--- src/rtl/bsw_pkg.sv ---
// Register map, field offsets and size limits shared by the button/switch block
// and its debouncer.
package bsw_pkg;

  localparam int MAX_KEYS = 8;
  localparam int MAX_SW   = 16;

  typedef enum logic [1:0] {
    REG_STATUS = 2'd0,
    REG_EVENT  = 2'd1,
    REG_MASK   = 2'd2,
    REG_RSVD   = 2'd3
  } reg_addr_e;

  localparam int SW_LSB      = 0;
  localparam int KEY_LSB     = 16;
  localparam int PRESS_LSB   = 0;
  localparam int RELEASE_LSB = 8;
  localparam int PMASK_LSB   = 0;
  localparam int RMASK_LSB   = 8;

  typedef enum logic {
    DEB_RELEASED = 1'b0,
    DEB_PRESSED  = 1'b1
  } deb_state_e;

endpackage

--- src/rtl/bsw_deb_if.sv ---
// Zero-wait-state register bus between a host and the button/switch block.
interface bsw_deb_if;
  logic        stb;
  logic        we;
  logic [1:0]  addr;
  logic [31:0] data_in;
  logic [31:0] data_out;
  logic        ack;
  logic        irq;

  modport master (
    output stb, we, addr, data_in,
    input  data_out, ack, irq
  );

  modport slave (
    input  stb, we, addr, data_in,
    output data_out, ack, irq
  );
endinterface

--- src/rtl/bsw_debounce.sv ---
// Single-key debouncer: the stable state flips only after DEB_CYCLES consecutive
// synchronised samples disagree with it.
//   state        | meaning
//   DEB_RELEASED | key accepted as released
//   DEB_PRESSED  | key accepted as pressed
module bsw_debounce
  import bsw_pkg::*;
#(
  parameter int DEB_CYCLES = 50000
) (
  input  logic clk,
  input  logic rst_n,
  input  logic sample,
  output logic stable,
  output logic rise,
  output logic fall
);

  localparam int CNT_W = $clog2(DEB_CYCLES);
  localparam logic [CNT_W-1:0] CNT_LAST = CNT_W'(DEB_CYCLES - 1);

  deb_state_e       state;
  deb_state_e       state_nxt;
  logic [CNT_W-1:0] cnt;
  logic             differ;
  logic             done;

  assign differ = (sample != (state == DEB_PRESSED));
  assign done   = differ && (cnt == CNT_LAST);

  always_ff @(posedge clk or negedge rst_n) begin
    if (!rst_n) begin
      state <= DEB_RELEASED;
    end else begin
      state <= state_nxt;
    end
  end

  always_comb begin
    state_nxt = state;
    case (state)
      DEB_RELEASED: if (done) state_nxt = DEB_PRESSED;
      DEB_PRESSED:  if (done) state_nxt = DEB_RELEASED;
      default:      state_nxt = DEB_RELEASED;
    endcase
  end

  always_comb begin
    stable = (state == DEB_PRESSED);
  end

  // Clearing on the terminal sample keeps the count below DEB_CYCLES, so it never wraps.
  always_ff @(posedge clk or negedge rst_n) begin
    if (!rst_n) begin
      cnt <= '0;
    end else if (!differ || done) begin
      cnt <= '0;
    end else begin
      cnt <= cnt + 1'b1;
    end
  end

  always_ff @(posedge clk or negedge rst_n) begin
    if (!rst_n) begin
      rise <= 1'b0;
      fall <= 1'b0;
    end else begin
      rise <= done && (state == DEB_RELEASED);
      fall <= done && (state == DEB_PRESSED);
    end
  end

endmodule

--- src/rtl/bsw_deb.sv ---
// Button/switch input block: synchronises raw inputs, debounces keys, and exposes
// live status, sticky press/release events and interrupt masks on a 4-register bus.
module bsw_deb
  import bsw_pkg::*;
#(
  parameter int NUM_KEYS   = 4,
  parameter int NUM_SW     = 8,
  parameter int DEB_CYCLES = 50000
) (
  input  logic                clk,
  input  logic                rst_n,
  bsw_deb_if.slave            bus,
  input  logic [NUM_KEYS-1:0] keys_n,
  input  logic [NUM_SW-1:0]   sw
);

  logic [NUM_KEYS-1:0] keys_s1;
  logic [NUM_KEYS-1:0] keys_s2;
  logic [NUM_SW-1:0]   sw_s1;
  logic [NUM_SW-1:0]   sw_s2;
  logic [NUM_KEYS-1:0] key_level;
  logic [NUM_KEYS-1:0] stable;
  logic [NUM_KEYS-1:0] rise;
  logic [NUM_KEYS-1:0] fall;
  logic [NUM_KEYS-1:0] pressed;
  logic [NUM_KEYS-1:0] released;
  logic [NUM_KEYS-1:0] pmask;
  logic [NUM_KEYS-1:0] rmask;
  logic [NUM_KEYS-1:0] clr_press;
  logic [NUM_KEYS-1:0] clr_release;
  logic                wr_event;
  logic                wr_mask;
  logic                irq_q;
  logic [31:0]         rdata;
  logic                unused_data;

  // Key synchronisers idle at the released (high) level so reset never looks like a press.
  always_ff @(posedge clk or negedge rst_n) begin
    if (!rst_n) begin
      keys_s1 <= '1;
      keys_s2 <= '1;
      sw_s1   <= '0;
      sw_s2   <= '0;
    end else begin
      keys_s1 <= keys_n;
      keys_s2 <= keys_s1;
      sw_s1   <= sw;
      sw_s2   <= sw_s1;
    end
  end

  assign key_level = ~keys_s2;

  for (genvar k = 0; k < NUM_KEYS; k++) begin : g_key
    bsw_debounce #(
      .DEB_CYCLES (DEB_CYCLES)
    ) u_deb (
      .clk    (clk),
      .rst_n  (rst_n),
      .sample (key_level[k]),
      .stable (stable[k]),
      .rise   (rise[k]),
      .fall   (fall[k])
    );
  end

  assign wr_event    = bus.stb && bus.we && (bus.addr == REG_EVENT);
  assign wr_mask     = bus.stb && bus.we && (bus.addr == REG_MASK);
  assign clr_press   = wr_event ? bus.data_in[PRESS_LSB +: NUM_KEYS] : '0;
  assign clr_release = wr_event ? bus.data_in[RELEASE_LSB +: NUM_KEYS] : '0;

  // A new edge is OR-ed in after the clear, so it survives a coincident W1C.
  always_ff @(posedge clk or negedge rst_n) begin
    if (!rst_n) begin
      pressed  <= '0;
      released <= '0;
    end else begin
      pressed  <= (pressed & ~clr_press) | rise;
      released <= (released & ~clr_release) | fall;
    end
  end

  always_ff @(posedge clk or negedge rst_n) begin
    if (!rst_n) begin
      pmask <= '0;
      rmask <= '0;
    end else if (wr_mask) begin
      pmask <= bus.data_in[PMASK_LSB +: NUM_KEYS];
      rmask <= bus.data_in[RMASK_LSB +: NUM_KEYS];
    end
  end

  always_ff @(posedge clk or negedge rst_n) begin
    if (!rst_n) begin
      irq_q <= 1'b0;
    end else begin
      irq_q <= (|(pressed & pmask)) || (|(released & rmask));
    end
  end

  always_comb begin
    rdata = '0;
    case (reg_addr_e'(bus.addr))
      REG_STATUS: begin
        rdata[SW_LSB +: MAX_SW]    = MAX_SW'(sw_s2);
        rdata[KEY_LSB +: MAX_KEYS] = MAX_KEYS'(stable);
      end
      REG_EVENT: begin
        rdata[PRESS_LSB +: MAX_KEYS]   = MAX_KEYS'(pressed);
        rdata[RELEASE_LSB +: MAX_KEYS] = MAX_KEYS'(released);
      end
      REG_MASK: begin
        rdata[PMASK_LSB +: MAX_KEYS] = MAX_KEYS'(pmask);
        rdata[RMASK_LSB +: MAX_KEYS] = MAX_KEYS'(rmask);
      end
      REG_RSVD: rdata = '0;
    endcase
  end

  assign bus.data_out = rdata;
  assign bus.ack      = bus.stb;
  assign bus.irq      = irq_q;

  // Only the low event/mask fields of the write data are architected.
  assign unused_data = ^bus.data_in;

endmodule
--- src/flat_wrapper.sv ---
// flat-port wrapper written by rule: the top's interface ports become plain ports
module bsw_deb_flat import bsw_pkg::*;
#(
  parameter int NUM_KEYS   = 4,
  parameter int NUM_SW     = 8,
  parameter int DEB_CYCLES = 50000
)
  (clk, rst_n, keys_n, sw, bus_stb, bus_we, bus_addr, bus_data_in, bus_data_out, bus_ack, bus_irq);
  bsw_deb_if bus_i ();
  input  logic clk;
  input  logic rst_n;
  input  logic [NUM_KEYS-1:0] keys_n;
  input  logic [NUM_SW-1:0] sw;
  input wire logic [$bits(bus_i.stb)-1:0] bus_stb;
  input wire logic [$bits(bus_i.we)-1:0] bus_we;
  input wire logic [$bits(bus_i.addr)-1:0] bus_addr;
  input wire logic [$bits(bus_i.data_in)-1:0] bus_data_in;
  output wire logic [$bits(bus_i.data_out)-1:0] bus_data_out;
  output wire logic [$bits(bus_i.ack)-1:0] bus_ack;
  output wire logic [$bits(bus_i.irq)-1:0] bus_irq;
  assign bus_i.stb = bus_stb;
  assign bus_i.we = bus_we;
  assign bus_i.addr = bus_addr;
  assign bus_i.data_in = bus_data_in;
  assign bus_data_out = bus_i.data_out;
  assign bus_ack = bus_i.ack;
  assign bus_irq = bus_i.irq;
  bsw_deb #(.NUM_KEYS(NUM_KEYS), .NUM_SW(NUM_SW), .DEB_CYCLES(DEB_CYCLES)) u_core (.clk(clk), .rst_n(rst_n), .bus(bus_i), .keys_n(keys_n), .sw(sw));
endmodule
--- config.mk ---
export PLATFORM = sky130hd
export DESIGN_NAME = bsw_deb_flat
export DESIGN_NICKNAME = d
export VERILOG_FILES = /design/src/rtl/bsw_pkg.sv /design/src/rtl/bsw_deb_if.sv /design/src/rtl/bsw_debounce.sv /design/src/rtl/bsw_deb.sv /design/src/flat_wrapper.sv
export SDC_FILE = /design/constraint.sdc
export NUM_CORES = 1
export LEC_CHECK = 0
export ABC_AREA = 0
export CAP_MARGIN = 20
export CELL_PAD_IN_SITES_DETAIL_PLACEMENT = 0
export CELL_PAD_IN_SITES_GLOBAL_PLACEMENT = 2
export CORE_ASPECT_RATIO = 0.8
export CORE_MARGIN = 3
export CORE_UTILIZATION = 35
export DETAILED_ROUTE_END_ITERATION = 8
export PLACE_DENSITY_LB_ADDON = 0.1
export SLEW_MARGIN = 20
export SYNTH_ARGS = -nofsm -noshare
export SYNTH_HDL_FRONTEND = slang
export SYNTH_SLANG_ARGS = --single-unit
--- constraint.sdc ---
create_clock -name clk -period 2.2 [get_ports clk]
set_clock_uncertainty 0.05 [all_clocks]
set_input_delay 0.33 -clock clk [delete_from_list [all_inputs] [get_ports clk]]
set_output_delay 0.33 -clock clk [all_outputs]
set_load 0.02 [all_outputs]
==> flow_summary.json <==
{
  "outcome": "complete, no violations",
  "fin_nets": 621,
  "cts_sinks": 117,
  "swShare": 0.229,
  "clock_tree.buffer_depth": 2,
  "synth-main-ff-cell": "dfrtp_1",
  "avgSynthCellArea_um2": 11.0,
  "synthCells": 477,
  "switchingPower_mw": 1.27,
  "slew_violations": 0,
  "htree_levels": 4,
  "dp.cells": 723,
  "synth-seq-cells": 117,
  "critical_path_class": "input port to output pin",
  "drtIter0Drc": 150,
  "path_buf_inv": 3,
  "p_clk_frac": 0.531,
  "critPathCaptureType": "output pin",
  "ys_seq_area_frac": 0.559,
  "fill_cells": 1361,
  "start_util": 0.363,
  "fmax_mhz": 467,
  "multiInputGateArea_um2": 2120,
  "p_comb_frac": 0.057,
  "ant_nets": 0,
  "ys_async_sr_fraction": 1.00,
  "cp.required_ps": 1820,
  "slowest_stage": "clkdlybuf4s50_1",
  "fin_hold_ws_ps": 271,
  "grt_pass1_vias": 3665,
  "hold_class": "input port to flop",
  "gp_congestion": 0.746,
  "first_pass_iters": 4,
  "crit_family": "buffers and inverters",
  "hold_violations": 0,
  "layout.cells.non_filler": 756,
  "ios": 84,
  "grt_max_degree": 61,
  "clkLatencyLatePin_ps": 410,
  "place_area_um2": 6000,
  "dpl.hpwl_mm": 7.70,
  "grt_usage": 0.144,
  "antenna_cells": 0,
  "synthDominantCellAreaShare": 0.519,
  "final_cell_area_um2": 6640,
  "slowest_delay_ps": 650,
  "ff_latch_area_um2": 2940,
  "root_buffer": "clkbuf_16",
  "wire_per_inst_um": 14.5,
  "arrival_ps": 1760,
  "p_per_area_nw_per_um2": 835,
  "rows": 39,
  "startpoint_type": "input port",
  "rsz0062_at_grt": "no",
  "yosysUniqueCellTypes": 39,
  "period_needed_ps": 2140,
  "drive_gt1_frac": 0.163,
  "overflow": 0,
  "finalSetupViolCount": 0,
  "routed_wl_mm": 10.9,
  "die_x_um": 143,
  "drc_errors": 0,
  "die_area_um2": 16500,
  "postLayoutCoreUtil": 0.458,
  "synth_edf_count": 0,
  "cts.reportedPaths.clkPinSlew_ps": 50,
  "path_cells": "clkdlybuf4s50_1 > buf_4 > nor3_1 > clkdlybuf4s50_1",
  "core_area_um2": 14500,
  "synthTopCellsByArea": "dfrtp_1 (52%), xnor2_1 (9.0%), nor2_1 (5.5%)",
  "numPortBuffers": 43,
  "yosys.area.top_type": "dfrtp_1",
  "dr_total_vias": 3557,
  "vdd_ir_drop_max_mv": 0.506,
  "antenna_found_initial": 0,
  "cellInternalPower_mw": 4.27,
  "viasPerCell": 4.71,
  "cts_tree": "yes",
  "power_leakage_nw": 2.93,
  "synth_area_um2": 5260,
  "pwr-share-seq": 0.412,
  "ys.warnings.count": 0,
  "cp_max_fo": 10,
  "total_power_mw": 5.54,
  "cts_setup_buffers": 0,
  "area_growth_pct": 26.3,
  "grt_pass1_wl_mm": 18.6,
  "die_y_um": 116,
  "crit_top_cell": "clkdlybuf4s50_1",
  "cap_violations": 0,
  "numCtsBuffers": 17,
  "fin_crit_sh": 0.974
}
-- synth_stat cells, types with 5 or more instances --
library cell and instances:
a21o_1 8, nor3_1 17, nand3_1 23, mux2_2 8, xor2_1 9, nand2_1 23, or4b_1 5, and3_1 5
buf_4 17, dfrtp_1 109, xnor2_1 54, nand4_1 17, nor4_1 17, dfstp_2 8, ha_1 12, inv_1 20
nor2_1 77
-- repair_timing --
item	in CTS	in global routing
endpoints found under the setup margin	16	7
resized for setup	17	10
hold endpoints to repair	25	0
hold buffers	1	0
pin swaps	0	0
-- power by group through the flow --
stage               clock, mW  sequential (mW)  combinational (mW)
finish                   2.94             2.29               0.315
global route             3.10             2.30               0.350
CTS                      3.02             2.29               0.323
detailed placement          0             2.32               0.332
global placement            0             2.32               0.330
floorplan                   0             2.31               0.185
-- final timing paths --
path                                          startpoint                       endpoint  slack (ps)  cells past startpoint
hold / removal                                 keys_n[2]              u_core.keys_s1[2]         270                      1
min in group asynchronous                          rst_n  u_core.g_key[3].u_deb.cnt[14]         330                      2
setup reg to reg           u_core.g_key[0].u_deb.cnt[12]   u_core.g_key[0].u_deb.stable         140                      5
setup / recovery                             bus_addr[0]               bus_data_out[19]          60                      4
max in group asynchronous                          rst_n              u_core.keys_s2[1]         990                      3
hold reg to reg                          u_core.sw_s1[2]                u_core.sw_s2[2]         300                      0
-- flip-flops by register name, summed over array words and instances (netlist names) --
register	flops
u_core.bus.irq	1
u_core.sw_s2	8
u_core.g_key.u_deb.fall	4
u_core.released	4
u_core.sw_s1	8
u_core.g_key.u_deb.rise	4
u_core.g_key.u_deb.cnt	64
u_core.g_key.u_deb.stable	4
u_core.rmask	4
u_core.keys_s1	4
u_core.pressed	4
u_core.pmask	4
u_core.keys_s2	4
-- per-layer routing --
metal | vias up | routed length [µm] | part of all wire | GRT usage
li1 | 1755 | - | - | -
met2 | 49 | 4980 | 0.46 | 0.221
met3 | 16 | 350 | 0.032 | 0.0363
met1 | 1737 | 5420 | 0.50 | 0.198
met5 | - | 0 | 0 | 0
met4 | 0 | 187 | 0.017 | 0.0570
-- layout by cell type (no fill, tap or decap), drive strengths merged, types with 2 or more instances in the layout --
cell | netlist | final
mux2 | 8 | 8
dfstp | 8 | 8
nor2 | 77 | 77
clkinv | 0 | 3
or4 | 5 | 5
buf | 23 | 31
clkdlybuf4s15 | 0 | 2
ha | 12 | 12
nand2 | 26 | 26
clkinvlp | 0 | 5
nand4 | 17 | 17
clkbuf | 3 | 20
inv | 20 | 22
a21o | 8 | 8
bufinv | 0 | 4
clkdlybuf4s50 | 0 | 26
nand3 | 23 | 23
nand3b | 2 | 2
dfrtp | 109 | 109
nor3 | 17 | 17
a22o | 4 | 4
or4b | 5 | 5
a22oi | 4 | 4
dlygate4sd2 | 0 | 12
and3 | 6 | 6
conb | 1 | 16
and2 | 4 | 4
xor2 | 9 | 9
o21ai | 4 | 4
mux2i | 4 | 4
nor2b | 2 | 2
xnor2 | 54 | 54
nor4 | 17 | 17
-- metrics by stage --
stage / setup WS [ps] / setup TNS [ps]
finish: 57.3 / 0
global route: 5.73 / 0
CTS: 22.8 / 0
detailed placement: -232 / -2330
global placement: -229 / -2610
floorplan: 197 / 0
-- layout make-up --
class,instances,area share
Multi-Input combinational cell,329,0.319
Inverter,20,0.0113
Tap cell,184,0.0347
Clock inverter,14,0.0303
Timing Repair Buffer,74,0.0980
Clock buffer,18,0.0646
Sequential cell,117,0.442
-- logic make-up after synthesis --
kind of cell | share of synthesized area
buf+inv | 0.0535
compound gates | 0.0333
other cells | 0.000713
fa+ha+maj | 0.0286
simple gates | 0.195
flops | 0.559
mux | 0.0248
xor+xnor | 0.105
No activity file was read; power rests on OpenSTA's default activity.
